===== config.mk =====
export PLATFORM = sky130hd
export DESIGN_NAME = rob_retire
export DESIGN_NICKNAME = d
export VERILOG_FILES = /design/src/rtl/rob_retire.sv
export SDC_FILE = /design/constraint.sdc
export NUM_CORES = 2
export LEC_CHECK = 0
export CORE_MARGIN = 4
export CORE_UTILIZATION = 50
export DETAILED_ROUTE_END_ITERATION = 10
export GPL_ROUTABILITY_DRIVEN = 0
export HOLD_SLACK_MARGIN = 0.02
export PLACE_DENSITY = 0.67
export RECOVER_POWER = 25
export SYNTH_ARGS = -nofsm -noshare
export SYNTH_HDL_FRONTEND = slang
export SYNTH_SLANG_ARGS = --single-unit

===== constraint.sdc =====
create_clock -name clk -period 3.7 [get_ports clk]
set_clock_uncertainty 0.1 [all_clocks]
set_input_delay 0.74 -clock clk [delete_from_list [all_inputs] [get_ports clk]]
set_output_delay 0.74 -clock clk [all_outputs]
set_load 0.01 [all_outputs]

===== src/rtl/rob_retire.sv =====
// rtl/rob_retire.sv - 16-entry reorder buffer with 2-wide in-order retirement
module rob_retire #(
    parameter int DEPTH  = 16,
    parameter int PTR_W  = 4,
    parameter int PREG_W = 6,
    parameter int PC_W   = 32
) (
    input  logic              clk,
    input  logic              rst_n,
    input  logic              flush,
    input  logic              alloc_valid_1,
    input  logic [PREG_W-1:0] alloc_dest_1,
    input  logic [PREG_W-1:0] alloc_old_dest_1,
    input  logic [PC_W-1:0]   alloc_pc_1,
    input  logic              alloc_valid_2,
    input  logic [PREG_W-1:0] alloc_dest_2,
    input  logic [PREG_W-1:0] alloc_old_dest_2,
    input  logic [PC_W-1:0]   alloc_pc_2,
    output logic              alloc_ready,
    output logic [PTR_W-1:0]  alloc_idx_1,
    output logic [PTR_W-1:0]  alloc_idx_2,
    input  logic              cmpl_valid_1,
    input  logic [PTR_W-1:0]  cmpl_idx_1,
    input  logic              cmpl_valid_2,
    input  logic [PTR_W-1:0]  cmpl_idx_2,
    output logic              ret_valid_1,
    output logic              ret_valid_2,
    output logic [PREG_W-1:0] ret_dest_1,
    output logic [PREG_W-1:0] ret_dest_2,
    output logic [PREG_W-1:0] ret_old_dest_1,
    output logic [PREG_W-1:0] ret_old_dest_2,
    output logic [PC_W-1:0]   ret_pc_1,
    output logic [PC_W-1:0]   ret_pc_2,
    output logic [PTR_W:0]    count,
    output logic              empty
);
    localparam int CNT_W = PTR_W + 1;

    logic [DEPTH-1:0]  v_q, v_d, done_q, done_d;
    logic [PREG_W-1:0] dest_q [DEPTH];
    logic [PREG_W-1:0] dest_d [DEPTH];
    logic [PREG_W-1:0] old_q  [DEPTH];
    logic [PREG_W-1:0] old_d  [DEPTH];
    logic [PC_W-1:0]   pc_q   [DEPTH];
    logic [PC_W-1:0]   pc_d   [DEPTH];

    logic [PTR_W-1:0]  head_q, head_d, tail_q, tail_d, head_nxt;
    logic [CNT_W-1:0]  count_q, count_d;

    logic              ret_valid_1_q, ret_valid_1_d, ret_valid_2_q, ret_valid_2_d;
    logic [PREG_W-1:0] ret_dest_1_q, ret_dest_1_d, ret_dest_2_q, ret_dest_2_d;
    logic [PREG_W-1:0] ret_old_1_q, ret_old_1_d, ret_old_2_q, ret_old_2_d;
    logic [PC_W-1:0]   ret_pc_1_q, ret_pc_1_d, ret_pc_2_q, ret_pc_2_d;

    logic acc_1, acc_2, r1, r2;

    // Readiness comes from the registered count only, so same-cycle retires never raise it
    assign alloc_ready = count_q <= CNT_W'(DEPTH - 2);
    assign empty       = count_q == '0;
    assign count       = count_q;
    assign alloc_idx_1 = tail_q;
    assign alloc_idx_2 = tail_q + PTR_W'(alloc_valid_1);
    assign acc_1       = alloc_valid_1 & alloc_ready;
    assign acc_2       = alloc_valid_2 & alloc_ready;
    assign head_nxt    = head_q + PTR_W'(1);
    assign r1          = v_q[head_q] & done_q[head_q];
    assign r2          = r1 & v_q[head_nxt] & done_q[head_nxt];

    assign ret_valid_1    = ret_valid_1_q;
    assign ret_valid_2    = ret_valid_2_q;
    assign ret_dest_1     = ret_dest_1_q;
    assign ret_dest_2     = ret_dest_2_q;
    assign ret_old_dest_1 = ret_old_1_q;
    assign ret_old_dest_2 = ret_old_2_q;
    assign ret_pc_1       = ret_pc_1_q;
    assign ret_pc_2       = ret_pc_2_q;

    // Next state: completion, then retire, then allocation; flush overrides everything
    always_comb begin
        v_d           = v_q;
        done_d        = done_q;
        dest_d        = dest_q;
        old_d         = old_q;
        pc_d          = pc_q;
        head_d        = head_q;
        tail_d        = tail_q;
        count_d       = count_q;
        ret_valid_1_d = 1'b0;
        ret_valid_2_d = 1'b0;
        ret_dest_1_d  = '0;
        ret_dest_2_d  = '0;
        ret_old_1_d   = '0;
        ret_old_2_d   = '0;
        ret_pc_1_d    = '0;
        ret_pc_2_d    = '0;
        if (flush) begin
            v_d     = '0;
            done_d  = '0;
            head_d  = '0;
            tail_d  = '0;
            count_d = '0;
        end else begin
            // Only entries already valid can complete; same-cycle allocations see v_q=0
            if (cmpl_valid_1 && v_q[cmpl_idx_1]) done_d[cmpl_idx_1] = 1'b1;
            if (cmpl_valid_2 && v_q[cmpl_idx_2]) done_d[cmpl_idx_2] = 1'b1;
            if (r1) begin
                v_d[head_q]    = 1'b0;
                done_d[head_q] = 1'b0;
                ret_valid_1_d  = 1'b1;
                ret_dest_1_d   = dest_q[head_q];
                ret_old_1_d    = old_q[head_q];
                ret_pc_1_d     = pc_q[head_q];
            end
            if (r2) begin
                v_d[head_nxt]    = 1'b0;
                done_d[head_nxt] = 1'b0;
                ret_valid_2_d    = 1'b1;
                ret_dest_2_d     = dest_q[head_nxt];
                ret_old_2_d      = old_q[head_nxt];
                ret_pc_2_d       = pc_q[head_nxt];
            end
            // Allocation targets free slots only (at least two free when ready)
            if (acc_1) begin
                v_d[alloc_idx_1]    = 1'b1;
                done_d[alloc_idx_1] = 1'b0;
                dest_d[alloc_idx_1] = alloc_dest_1;
                old_d[alloc_idx_1]  = alloc_old_dest_1;
                pc_d[alloc_idx_1]   = alloc_pc_1;
            end
            if (acc_2) begin
                v_d[alloc_idx_2]    = 1'b1;
                done_d[alloc_idx_2] = 1'b0;
                dest_d[alloc_idx_2] = alloc_dest_2;
                old_d[alloc_idx_2]  = alloc_old_dest_2;
                pc_d[alloc_idx_2]   = alloc_pc_2;
            end
            head_d  = head_q + PTR_W'(r1) + PTR_W'(r2);
            tail_d  = tail_q + PTR_W'(acc_1) + PTR_W'(acc_2);
            count_d = count_q + CNT_W'(acc_1) + CNT_W'(acc_2) - CNT_W'(r1) - CNT_W'(r2);
        end
    end

    // Control state and retire outputs, cleared immediately by reset
    always_ff @(posedge clk or negedge rst_n) begin
        if (!rst_n) begin
            v_q           <= '0;
            done_q        <= '0;
            head_q        <= '0;
            tail_q        <= '0;
            count_q       <= '0;
            ret_valid_1_q <= 1'b0;
            ret_valid_2_q <= 1'b0;
            ret_dest_1_q  <= '0;
            ret_dest_2_q  <= '0;
            ret_old_1_q   <= '0;
            ret_old_2_q   <= '0;
            ret_pc_1_q    <= '0;
            ret_pc_2_q    <= '0;
        end else begin
            v_q           <= v_d;
            done_q        <= done_d;
            head_q        <= head_d;
            tail_q        <= tail_d;
            count_q       <= count_d;
            ret_valid_1_q <= ret_valid_1_d;
            ret_valid_2_q <= ret_valid_2_d;
            ret_dest_1_q  <= ret_dest_1_d;
            ret_dest_2_q  <= ret_dest_2_d;
            ret_old_1_q   <= ret_old_1_d;
            ret_old_2_q   <= ret_old_2_d;
            ret_pc_1_q    <= ret_pc_1_d;
            ret_pc_2_q    <= ret_pc_2_d;
        end
    end

    // Entry payload; only read while the matching v bit is set, so no reset needed
    always_ff @(posedge clk) begin
        dest_q <= dest_d;
        old_q  <= old_d;
        pc_q   <= pc_d;
    end
endmodule


==> key figures <==
Die
  – Row cnt: 119
  – Vert. Die Dim: 334 um
  – Core area: 105000 um^2
  – Die width: 334 um
  – Initial Util: 0.503
  – Die ar.: 111000 um^2
  – Io pins: 208

Clock network
  – CTS buffer count: 95
  – Root buffer cell: clkbuf_16
  – Clock transition at the registers of the reported paths: 60 ps
  – Max Root-Sink Buffers: 3
  – Sink Count: 839
  – TritonCTS clock tree: yes
  – Clk_lat worst skew: 670 ps
  – H-Tree Depth: 3

Job
  – Max-cap violations: 2

Critical path
  – WS Path Type: in2out
  – Critical path's top delay family: buffers and inverters
  – WP data required: 2860 ps
  – Largest fanout on the critical path: 5
  – Critical Path AT: 2770 ps
  – Crit path max-delay cell type: clkdlybuf4s50_1
  – Bufs and invs on worst path: 2
  – Element type at the critical path start: input port
  – Crit-path max cell delay: 550 ps
  – Crit. End Element: output port
  – Crit-path cells: clkdlybuf4s50_1 > ha_1 > ha_1 > nand2b_1 > nand2_2 > clkdlybuf4s50_1

Global routing
  – First-pass GRT wire length: 250000 um
  – Initial antenna violation count: 14
  – Largest net degree at the start of global routing: 144
  – Number of global-route vias before repair: 37300
  – GRT overflow: 0
  – Gr usage total: 0.295

Cells and area
  – Post-route insts no fill: 5888
  – Nets@finish: 4529
  – Area growth syn-to-layout: 14.2%
  – Layout cells sized above 1: 0.182

Detailed routing
  – WL per Instance: 28.5 um
  – Final wirelength: 168000 um
  – Routed Antenna Nets: 0
  – Pre-antenna DRT Iters: 5
  – Total number of vias: 38900
  – DR DRC count: 0
  – Number of DRC markers in iteration 0: 5121
  – Vias/cell: 6.61

Synth
  – Synth Area in Compound Gates: 0.0939
  – Synth unique cells: 62
  – Mapped Cells: 4438
  – Area share of the largest cell type after synthesis: 0.399
  – Mux cell area share after synthesis: 0.314
  – Main synth FF type: edfxtp_1
  – Avg Cell Area, Syn: 11.9 um^2
  – Yosys top cell by area: edfxtp_1
  – Yosys reg bits: 839
  – Top cells by area, synth: edfxtp_1, mux4_2, mux2i_1, dfrtp_1, a21oi_1
  – Largest family of logic cells by synthesized area: multiplexers
  – XOR/XNOR Fraction of Synth Area: 0.00165
  – Sequential element share of the synthesized area: 0.463
  – Synthesized area: 53000 um^2
  – Synth Area in Simple Gates: 0.0810
  – Syn nets: 4563
  – Synth warn: 0
  – Post-synthesis adder-cell area fraction: 0.00576
  – Fraction of registers with async set/reset: 0.161
  – Post-synth EDFFs: 704

STA
  – RSZ-0062 raised after global routing: no
  – Rel. slew slack: -0.943
  – Setup WS post-layout: 90.2 ps
  – Final hold slack: 446 ps
  – Measured slew at the worst slew-check pin: 2910 ps
  – Highest clock rate: 0.277 GHz
  – Fin crit share: 0.976
  – Setup Viol. Count Final: 0
  – Slew Limit Fails: 105
  – Min cycle time layout: 3610 ps
  – Endpoints failing hold: 0
  – Total negative slack: 0 ps

Placement
  – Placed insts: 5694
  – Place WS: 7.84 ps
  – Hpwl dp: 99800 um
  – I/O Buffers: 207

Run status
  – Failing checks: capacitance limit, slew limit
  – Outcome: finished, violations left

Pwr
  – Peak supply drop: 472 uV
  – Pwr dens: 468 nW/um^2
  – Total power: 28.3 mW
  – Leakage: 23.6 nW

Min path
  – Hold Path Class: reg2reg
## path summary, 6_finish.rpt
kind / start / end / slack, ps / cells after the start
worst min-delay path: v_q[12]$_DFF_PN0_ / v_q[12]$_DFF_PN0_ / 450 / 1
min in group asynchronous: rst_n / done_q[1]$_DFF_PN0_ / 1020 / 2
worst max-delay path: alloc_valid_1 / alloc_idx_2[2] / 90 / 6
worst min register to register: v_q[12]$_DFF_PN0_ / v_q[12]$_DFF_PN0_ / 450 / 1
max in group asynchronous: rst_n / head_q[2]$_DFF_PN0_ / 1110 / 2
worst max register to register: head_q[1]$_DFF_PN0_ / count[2]$_DFF_PN0_ / 210 / 14
## logic make-up after synthesis
| family | count (synthesis) |
|---|---|
| muxes | 1157 |
| xor gates and xnor gates | 10 |
| AOI/OAI and AO/OA | 882 |
| adders and majority gates | 22 |
| buffers and inverters | 530 |
| and+or+nand+nor | 998 |
| DFF | 839 |
## per-layer routing
metal	track usage	vias to the layer above	wire, um
met2	0.468	2250	79400
met3	0.0619	299	17700
met4	0.0890	8	4920
met1	0.412	19500	65600
met5	0	-	49
li1	-	16800	-
## sequential cells by signal, summed over array words and instances (netlist names)
signal and count:
pc_q 512, dest_q 96, old_q 96, ret_pc_1 32, ret_pc_2 32, done_q 16
v_q 16, ret_dest_1 6, ret_dest_2 6, ret_old_dest_1 6, ret_old_dest_2 6, count 5
alloc_idx_1 4, head_q 4, ret_valid_1 1, ret_valid_2 1
## stage by stage
stage	area [um^2]	util
floorplan	53100	-
finish	60500	0.575
detailed placement	57300	0.544
CTS	60500	0.574
global route	60500	0.575
global placement	57300	0.544
## report_power, final
group | internal (mW) | total (mW) | switching [mW] | leakage, nW
clock network | 5.63 | 9.69 | 4.06 | 1.54
registers | 11.8 | 12.7 | 0.873 | 8.74
logic | 2.82 | 5.96 | 3.14 | 13.3
## cell usage after synthesis, types with 10 or more instances
| library cell | instances |
|---|---|
| clkbuf_1 | 285 |
| o21ai_0 | 279 |
| and3_1 | 50 |
| a211oi_1 | 49 |
| mux4_2 | 404 |
| mux2i_1 | 752 |
| buf_1 | 91 |
| buf_2 | 127 |
| nand2_1 | 323 |
| nor2_1 | 471 |
| ha_1 | 18 |
| nand4_1 | 11 |
| a211oi_2 | 39 |
| inv_1 | 17 |
| a31oi_1 | 11 |
| a21oi_1 | 464 |
| nand3_1 | 20 |
| nor2b_1 | 62 |
| dfrtp_1 | 135 |
| edfxtp_1 | 704 |
| nand2b_1 | 10 |
## placed cells by master, fill, tap and decap left out, types with 5 or more instances in the layout
master,n
mux2i_1,750
edfxtp_1,704
nor2_1,470
a21oi_1,464
mux4_2,404
nand2_1,314
o21ai_0,279
clkdlybuf4s50_1,205
dfrtp_1,131
clkbuf_16,103
buf_4,82
buf_12,81
nor2b_1,60
and3_1,49
a211oi_1,49
a211oi_2,39
clkbuf_1,25
nand3_1,16
inv_1,16
clkinv_2,16
ha_1,15
diode_2,13
nand4_1,11
a31oi_1,11
clkbuf_8,11
clkinv_1,10
nand2b_1,9
nand2_4,8
nor3_1,6
or3_4,5
xnor2_1,5
o311ai_0,5
bufinv_16,5
## what timing repair did
item                       4_1_cts  5_1_grt
hold endpoints to repair        39        0
setup endpoints to repair        0        4
resized for setup                0        8
hold buffers                     1        0
setup buffers                    0        3
## area by class of cell
class                   count  area, um^2
diodes                     13        32.5
multi-input cells        3069       26600
repair buffers            377        4360
clock inverters            38         332
clock buffers             139        2820
well taps                1391        1740
fillers                  8445       44800
flip-flops and latches    839       24500
inverters                  22        92.6
Note: power is estimated with default switching activity, not from simulation.
